$ cat src/rtl/mem_dump_pkg.sv
// ============================================================================
// Module   : mem_dump_pkg
// Brief    : Shared types and default constants for the mem_dump_reader slice.
//            Optional feature macro: MEM_DUMP_CHECKSUM_EN.
// Revision : 1.0 - initial release
// ============================================================================
`timescale 1ns/1ps
`default_nettype none

package mem_dump_pkg;

  // Sequencer states; explicit 2-bit encoding.
  typedef enum logic [1:0] {
    IDLE  = 2'd0,
    RUN   = 2'd1,
    DRAIN = 2'd2,
    DONE  = 2'd3
  } state_t;

  // Default geometry of the `memory` block RAM.
  localparam int DEF_ADDR_W    = 13;
  localparam int DEF_WID_MEM   = 9;
  localparam int DEF_DEPTH_MEM = 8192;
  localparam int DEF_RD_LAT    = 1;

  // Extra bits carried by the running checksum above the word width.
  localparam int CHKSUM_EXT    = 16;

  // Next sequential address, wrapping from depth-1 back to 0.
  function automatic int unsigned wrap_inc(input int unsigned addr,
                                           input int unsigned depth);
    return (addr == depth - 1) ? 0 : addr + 1;
  endfunction

endpackage

`default_nettype wire

$ cat src/rtl/mem_dump_if.sv
// ============================================================================
// Module   : mem_dump_if
// Brief    : Valid/ready stream carrying dumped RAM words plus a last marker.
// Revision : 1.0 - initial release
// ============================================================================
`timescale 1ns/1ps
`default_nettype none

interface mem_dump_if #(
  parameter int WID_MEM = 9
) ();

  logic [WID_MEM-1:0] m_data;
  logic               m_valid;
  logic               m_ready;
  logic               m_last;

  modport master (output m_data, output m_valid, output m_last, input  m_ready);
  modport slave  (input  m_data, input  m_valid, input  m_last, output m_ready);

endinterface

`default_nettype wire

$ cat src/rtl/dump_skid_fifo.sv
// ============================================================================
// Module   : dump_skid_fifo
// Brief    : 2-entry FIFO between the RAM capture point and the stream port.
//            Output word and last flag come straight from storage registers,
//            so they cannot change while the head entry is waiting for pop.
// Revision : 1.0 - initial release
// ============================================================================
`timescale 1ns/1ps
`default_nettype none

module dump_skid_fifo #(
  parameter int WID_MEM = 9
) (
  input  logic               clk,
  input  logic               reset,
  input  logic               push,
  input  logic [WID_MEM-1:0] din,
  input  logic               din_last,
  input  logic               pop,
  output logic [WID_MEM-1:0] dout,
  output logic               dout_last,
  output logic [1:0]         occupancy,
  output logic               full,
  output logic               empty
);

  logic [1:0][WID_MEM-1:0] r_data;
  logic [1:0]              r_last;
  logic                    r_wr;
  logic                    r_rd;
  logic [1:0]              r_occ;

  // Storage, pointers and occupancy. On a full FIFO with push and pop the
  // write slot equals the head slot, which is being consumed this cycle.
  always_ff @(posedge clk or negedge reset) begin
    if (!reset) begin
      r_data <= '0;
      r_last <= '0;
      r_wr   <= 1'b0;
      r_rd   <= 1'b0;
      r_occ  <= 2'd0;
    end else begin
      if (push) begin
        r_data[r_wr] <= din;
        r_last[r_wr] <= din_last;
        r_wr         <= ~r_wr;
      end
      if (pop) begin
        r_rd <= ~r_rd;
      end
      r_occ <= r_occ + {1'b0, push} - {1'b0, pop};
    end
  end

  assign dout      = r_data[r_rd];
  assign dout_last = r_last[r_rd];
  assign occupancy = r_occ;
  assign full      = (r_occ == 2'd2);
  assign empty     = (r_occ == 2'd0);

endmodule

`default_nettype wire

$ cat src/rtl/mem_dump_reader.sv
// ============================================================================
// Module   : mem_dump_reader
// Brief    : Streams a contiguous, wrapping address window of the `memory`
//            block RAM out over a valid/ready port with backpressure.
//            Optional macro MEM_DUMP_CHECKSUM_EN adds a running checksum port.
// Revision : 1.0 - initial release
// ============================================================================
`timescale 1ns/1ps
`default_nettype none

module mem_dump_reader
  import mem_dump_pkg::*;
#(
  parameter int ADDR_W    = DEF_ADDR_W,
  parameter int WID_MEM   = DEF_WID_MEM,
  parameter int DEPTH_MEM = DEF_DEPTH_MEM,
  parameter int RD_LAT    = DEF_RD_LAT
) (
  input  logic               clk,
  input  logic               reset,
  input  logic               start,
  input  logic [ADDR_W-1:0]  base_addr,
  input  logic [ADDR_W:0]    count,
  output logic [ADDR_W-1:0]  raddr,
  input  logic [WID_MEM-1:0] rdata,
  mem_dump_if.master         m,
  output logic               busy,
  output logic               done
`ifdef MEM_DUMP_CHECKSUM_EN
  ,
  output logic [WID_MEM+CHKSUM_EXT-1:0] checksum
`endif
);

  state_t              r_state;
  logic [ADDR_W-1:0]   r_ptr;        // next address to issue
  logic [ADDR_W-1:0]   r_last_addr;  // most recently issued address
  logic [ADDR_W:0]     r_remaining;  // addresses still to issue
  logic [RD_LAT-1:0]   r_pend;       // read-in-flight pipeline
  logic [RD_LAT-1:0]   r_pend_last;  // last-beat tag riding with each read
  logic                r_busy;
  logic                r_done;

  logic                w_issue;
  logic                w_issue_last;
  logic                w_push;
  logic                w_push_last;
  logic                w_pop;
  logic [WID_MEM-1:0]  w_data;
  logic                w_data_last;
  logic [1:0]          w_occ;
  logic                w_full;
  logic                w_empty;
  logic [7:0]          w_inflight;
  logic [7:0]          w_ahead;

  // Reads issued but not yet captured into the FIFO.
  always_comb begin
    w_inflight = 8'd0;
    for (int i = 0; i < RD_LAT; i++) begin
      w_inflight = w_inflight + 8'(r_pend[i]);
    end
  end

  // Words that will still be held (stored or in flight) after this cycle,
  // before counting a new issue. Keeping this below 2 bounds the FIFO.
  assign w_ahead      = 8'(w_occ) + w_inflight - 8'(w_pop);
  assign w_issue      = (r_state == RUN) && (r_remaining != '0) &&
                        (w_ahead < 8'd2) && (!w_full || w_pop);
  assign w_issue_last = (r_remaining == (ADDR_W+1)'(1));
  assign w_pop        = !w_empty && m.m_ready;
  assign w_push       = r_pend[RD_LAT-1];
  assign w_push_last  = r_pend_last[RD_LAT-1];

  // Issued address appears on raddr in its issue cycle, otherwise it holds.
  assign raddr = w_issue ? r_ptr : r_last_addr;

  // Read-latency pipeline aligning the capture with the RAM output.
  generate
    if (RD_LAT == 1) begin : g_lat_one
      always_ff @(posedge clk or negedge reset) begin
        if (!reset) begin
          r_pend      <= '0;
          r_pend_last <= '0;
        end else begin
          r_pend      <= w_issue;
          r_pend_last <= w_issue && w_issue_last;
        end
      end
    end else begin : g_lat_multi
      always_ff @(posedge clk or negedge reset) begin
        if (!reset) begin
          r_pend      <= '0;
          r_pend_last <= '0;
        end else begin
          r_pend      <= {r_pend[RD_LAT-2:0], w_issue};
          r_pend_last <= {r_pend_last[RD_LAT-2:0], w_issue && w_issue_last};
        end
      end
    end
  endgenerate

  // Sequencer: state, address walk, remaining count and status outputs.
  always_ff @(posedge clk or negedge reset) begin
    if (!reset) begin
      r_state     <= IDLE;
      r_ptr       <= '0;
      r_last_addr <= '0;
      r_remaining <= '0;
      r_busy      <= 1'b0;
      r_done      <= 1'b0;
    end else begin
      r_done <= (r_state == DONE);
      if (w_issue) begin
        r_last_addr <= r_ptr;
        r_ptr       <= ADDR_W'(wrap_inc(32'(r_ptr), 32'(DEPTH_MEM)));
        r_remaining <= r_remaining - (ADDR_W+1)'(1);
      end
      case (r_state)
        IDLE: begin
          if (start) begin
            if (count != '0) begin
              r_ptr       <= base_addr;
              r_remaining <= count;
              r_busy      <= 1'b1;
              r_state     <= RUN;
            end else begin
              r_state     <= DONE;
            end
          end
        end
        RUN: begin
          if (w_issue && w_issue_last) begin
            r_state <= DRAIN;
          end
        end
        DRAIN: begin
          // Leave once the final beat is accepted in this very cycle.
          if (w_ahead == 8'd0) begin
            r_state <= DONE;
            r_busy  <= 1'b0;
          end
        end
        DONE: begin
          r_state <= IDLE;
        end
        default: begin
          r_state <= IDLE;
        end
      endcase
    end
  end

  dump_skid_fifo #(
    .WID_MEM   (WID_MEM)
  ) u_fifo (
    .clk       (clk),
    .reset     (reset),
    .push      (w_push),
    .din       (rdata),
    .din_last  (w_push_last),
    .pop       (w_pop),
    .dout      (w_data),
    .dout_last (w_data_last),
    .occupancy (w_occ),
    .full      (w_full),
    .empty     (w_empty)
  );

  assign m.m_data  = w_data;
  assign m.m_valid = !w_empty;
  assign m.m_last  = !w_empty && w_data_last;
  assign busy      = r_busy;
  assign done      = r_done;

`ifdef MEM_DUMP_CHECKSUM_EN
  logic [WID_MEM+CHKSUM_EXT-1:0] r_chk;

  // Running sum of accepted beats, cleared when a dump request is taken.
  always_ff @(posedge clk or negedge reset) begin
    if (!reset) begin
      r_chk <= '0;
    end else if ((r_state == IDLE) && start) begin
      r_chk <= '0;
    end else if (w_pop) begin
      r_chk <= r_chk + (WID_MEM+CHKSUM_EXT)'(w_data);
    end
  end

  assign checksum = r_chk;
`endif

endmodule

`default_nettype wire

$ cat src/flat_wrapper.sv
// flat-port wrapper written by rule: the top's interface ports become plain ports
module mem_dump_reader_flat import mem_dump_pkg::*;
#(
  parameter int ADDR_W    = DEF_ADDR_W,
  parameter int WID_MEM   = DEF_WID_MEM,
  parameter int DEPTH_MEM = DEF_DEPTH_MEM,
  parameter int RD_LAT    = DEF_RD_LAT
)
  (clk, reset, start, base_addr, count, raddr, rdata, busy, done, m_m_data, m_m_valid, m_m_last, m_m_ready);
  mem_dump_if #(.WID_MEM(WID_MEM)) m_i ();
  input  logic clk;
  input  logic reset;
  input  logic start;
  input  logic [ADDR_W-1:0] base_addr;
  input  logic [ADDR_W:0] count;
  output logic [ADDR_W-1:0] raddr;
  input  logic [WID_MEM-1:0] rdata;
  output logic busy;
  output logic done;
  output wire logic [$bits(m_i.m_data)-1:0] m_m_data;
  output wire logic [$bits(m_i.m_valid)-1:0] m_m_valid;
  output wire logic [$bits(m_i.m_last)-1:0] m_m_last;
  input wire logic [$bits(m_i.m_ready)-1:0] m_m_ready;
  assign m_m_data = m_i.m_data;
  assign m_m_valid = m_i.m_valid;
  assign m_m_last = m_i.m_last;
  assign m_i.m_ready = m_m_ready;
  mem_dump_reader #(.ADDR_W(ADDR_W), .WID_MEM(WID_MEM), .DEPTH_MEM(DEPTH_MEM), .RD_LAT(RD_LAT)) u_core (.clk(clk), .reset(reset), .start(start), .base_addr(base_addr), .count(count), .raddr(raddr), .rdata(rdata), .m(m_i), .busy(busy), .done(done));
endmodule
$ cat config.mk
export PLATFORM = sky130hd
export DESIGN_NAME = mem_dump_reader_flat
export DESIGN_NICKNAME = d
export VERILOG_FILES = /design/src/rtl/mem_dump_pkg.sv /design/src/rtl/mem_dump_if.sv /design/src/rtl/dump_skid_fifo.sv /design/src/rtl/mem_dump_reader.sv /design/src/flat_wrapper.sv
export SDC_FILE = /design/constraint.sdc
export NUM_CORES = 1
export LEC_CHECK = 0
export ABC_AREA = 0
export CORE_MARGIN = 10
export CORE_UTILIZATION = 38
export CTS_CLUSTER_SIZE = 10
export DETAILED_ROUTE_END_ITERATION = 10
export DONT_BUFFER_PORTS = 1
export GPL_TIMING_DRIVEN = 0
export SETUP_SLACK_MARGIN = 0.2
export SKIP_CTS_REPAIR_TIMING = 1
export SYNTH_ARGS = -nofsm -noshare
export SYNTH_HDL_FRONTEND = slang
export SYNTH_SLANG_ARGS = --single-unit
$ cat constraint.sdc
create_clock -name clk -period 4.2 [get_ports clk]
set_input_delay 1.05 -clock clk [delete_from_list [all_inputs] [get_ports clk]]
set_output_delay 1.05 -clock clk [all_outputs]
set_load 0.01 [all_outputs]
==> metrics <==
run status finished, final reports clean; Setup crit end kind primary output; vias in the first global route 2799; setup tns final 0 ns; routed vias/inst 5.45; Slew Limit Fails 0; Final WS setup 0.311 ns; most frequent cells in the layout 69 x dfrtp_1, 52 x nand2_1, 30 x mux2_2, 25 x nor2_1, 15 x ha_1; diode count 0; clk root buf clkbuf_8; maximum vdd ir drop around 0.32 mV; data arrival time of the worst path roughly 2.8 ns; ANT nets after route 0; die width 119 um; fin crit share 92.6%; max_cap viols 0; Buffers on Ports 0; clk_lat worst skew 0.35 ns; sequential share of the synthesized area approximately 47%; Pre-antenna DRT Iters 4; gr ovfl total 0; Post-Syn Area per Cell 10.0 um^2; layout cell share with drive strength beyond 1 22.0%; Worst-path clk slew 0.09 ns; reg2reg end u_core.r_remaining[13]; I/O pin total between 60 and 70; Worst Hold Class in -> async; Final setup viols 0; Critical R2R Launch u_core.u_fifo.occupancy[1]; FP Rows 36; Place WS -0.230 ns; critical path peak fanout 10; hpwl dp 6610 um; largest net degree at the start of global routing 71; placed inst area 0.00389 mm^2; leading cell type in the layout, fill and taps excluded dfrtp_1; Seq cells post-synth 70; GRT Util Overall between 10% and 20%; PD cells 757 mW/mm^2; Filler Cell Count 966; WS Path Type reg -> out; clk buf depth 2; design area between 0.004 and 0.005 mm^2; routability congestion estimate ~0.8; final core utilization between 40% and 50%; final hold violation count 0; fmax 257 MHz; Net count, final 447; Setup Skew 0.0127 ns; TritonCTS sink count 70; setup repair after global routing missed its margin yes; first-pass GRT wire length roughly 15000 um; Power, Total 3.21 mW; min Tclk post-route 3.89 ns; drt drc 0; Critical Path RT ~3.2 ns; die area 0.0142 mm^2; Total Wirelength 9330 um; Post-synth EDFFs 0; Via Count 2882; P&R area growth vs syn 13.9%; initial antenna violation count 0; Synthesized Nets 429; Async S/R FF share, synth 100%; Avg WL per Cell 17.6 um; First DRT Iteration DRCs 168; CTS tree yes; Worst-Margin Slew 0.691 ns; Synth Warn # 0; leak pwr 1.83 nW; Starting Density 38.5%; number of CTS-inserted buffers 9; Core Region just under 0.01 mm^2; htree depth 3; CP Launch Type flop; Gate Count Post-Synth 373; ys flop type dfrtp_1; r2r setup slk between 1 and 1.5 ns; die height 119 um; Reg2Reg Depth 12; Slew Limit Headroom between 50% and 60%; Mapped Area 0.00373 mm^2; Yosys cell types between 40 and 50
## layout make-up
class | instances | area (um^2) | share of cell area, %
flip-flops and latches | 70 | 1750 | 41.3
well taps | 133 | 166 | 3.92
clock inverters | 7 | 103 | 2.42
multi-input cells | 275 | 1910 | 44.9
plain buffers | 14 | 83.8 | 1.97
clock buffers | 9 | 124 | 2.92
inverters | 14 | 57.6 | 1.36
repair buffers | 7 | 52.6 | 1.24
## sequential cells by signal (all words and copies together), names as in the netlist
register and flops:
u_core.r_last_addr 13, u_core.busy 1, u_core.u_fifo.r_rd 1, u_core.u_fifo.occupancy 2, u_core.u_fifo.r_data 18, u_core.u_fifo.r_wr 1
u_core.r_remaining 14, u_core.done 1, u_core.u_fifo.r_last 2, u_core.r_pend_last 1, u_core.r_state 2, u_core.r_ptr 13
u_core.r_pend 1
## power by group
group          switching, mW  internal, mW  total [mW]
Sequential             0.255         0.986        1.24
Combinational          0.743         0.595        1.34
Clock                  0.293         0.342       0.635
Total                   1.29          1.92        3.21
## through the flow
stage                     std cells  hold slack [ns]
after floorplan                 373            0.461
after global placement          506            0.475
after detailed placement        506            0.478
after CTS                       522            0.369
after global routing            529            0.351
final                           529            0.392
## synthesized netlist by cell type (all sizes together) (2+ instances only)
cell type	count	area (um^2)
or4	10	80.1
mux2i	3	30.0
o211a	2	20.0
ha	15	188
inv	14	52.6
nand2b	2	12.5
dfrtp	70	1750
o31ai	6	45.0
nor4	3	18.8
a31oi	11	68.8
xor2	7	61.3
and4	3	26.3
and2	3	18.8
o311a	5	50.1
or4b	3	37.5
o21ai	14	70.1
xnor2	5	43.8
nand4	2	12.5
nand2	65	244
o21a	2	15.0
nor2	26	97.6
o2111ai	4	35.0
mux2	30	338
or3	9	60.1
nand3	12	60.1
buf	4	28.8
o211ai	6	50.1
clkbuf	10	37.5
and3	2	12.5
a211oi	2	15.0
nor3	4	20.0
a21oi	12	60.1
## critical path, stage by stage (launching register included)
cell	delay [ns]
dfrtp_1	0.41
or4_4	0.58
or4b_4	0.53
buf_6	0.15
o211ai_4	0.27
buf_6	0.18
buf_4	0.17
nand2_1	0.08
nand2_2	0.11
## metal layers
layer | vias to the layer above | wire (um) | share of wire (%) | GRT usage, %
met3 | 6 | 786 | 8.4 | 5.57
met5 | - | 0 | 0 | 0
li1 | 1370 | - | - | -
met2 | 82 | 4460 | 48 | 20.6
met1 | 1424 | 4020 | 43 | 16.4
met4 | 0 | 65 | 0.70 | 2.82
## worst max path at each step
stage | from | endpoint | slack, ns | depth (start not counted)
after floorplan | m_m_ready | raddr[10] | 0.27 | 11
after global placement | m_m_ready | raddr[4] | -0.19 | 11
after detailed placement | m_m_ready | raddr[6] | -0.23 | 11
after CTS | u_core.u_fifo.occupancy[0] | raddr[6] | -0.30 | 13
after global routing | u_core.u_fifo.occupancy[0] | raddr[8] | 0.18 | 13
final | u_core.r_remaining[4] | raddr[6] | 0.31 | 8
## cells by family (layout without fill, tap and decap cells)
group	count (synthesis)	in the layout	share of synthesized area [%]
AOI/OAI and AO/OA	67	67	12.2
muxes	33	33	9.87
xor gates and xnor gates	12	12	2.82
buffers and inverters	28	51	3.19
adders and majority gates	16	16	5.57
DFF	70	70	47.0
and+or+nand+nor	147	147	19.4
Note: power is estimated with default switching activity, not from simulation.
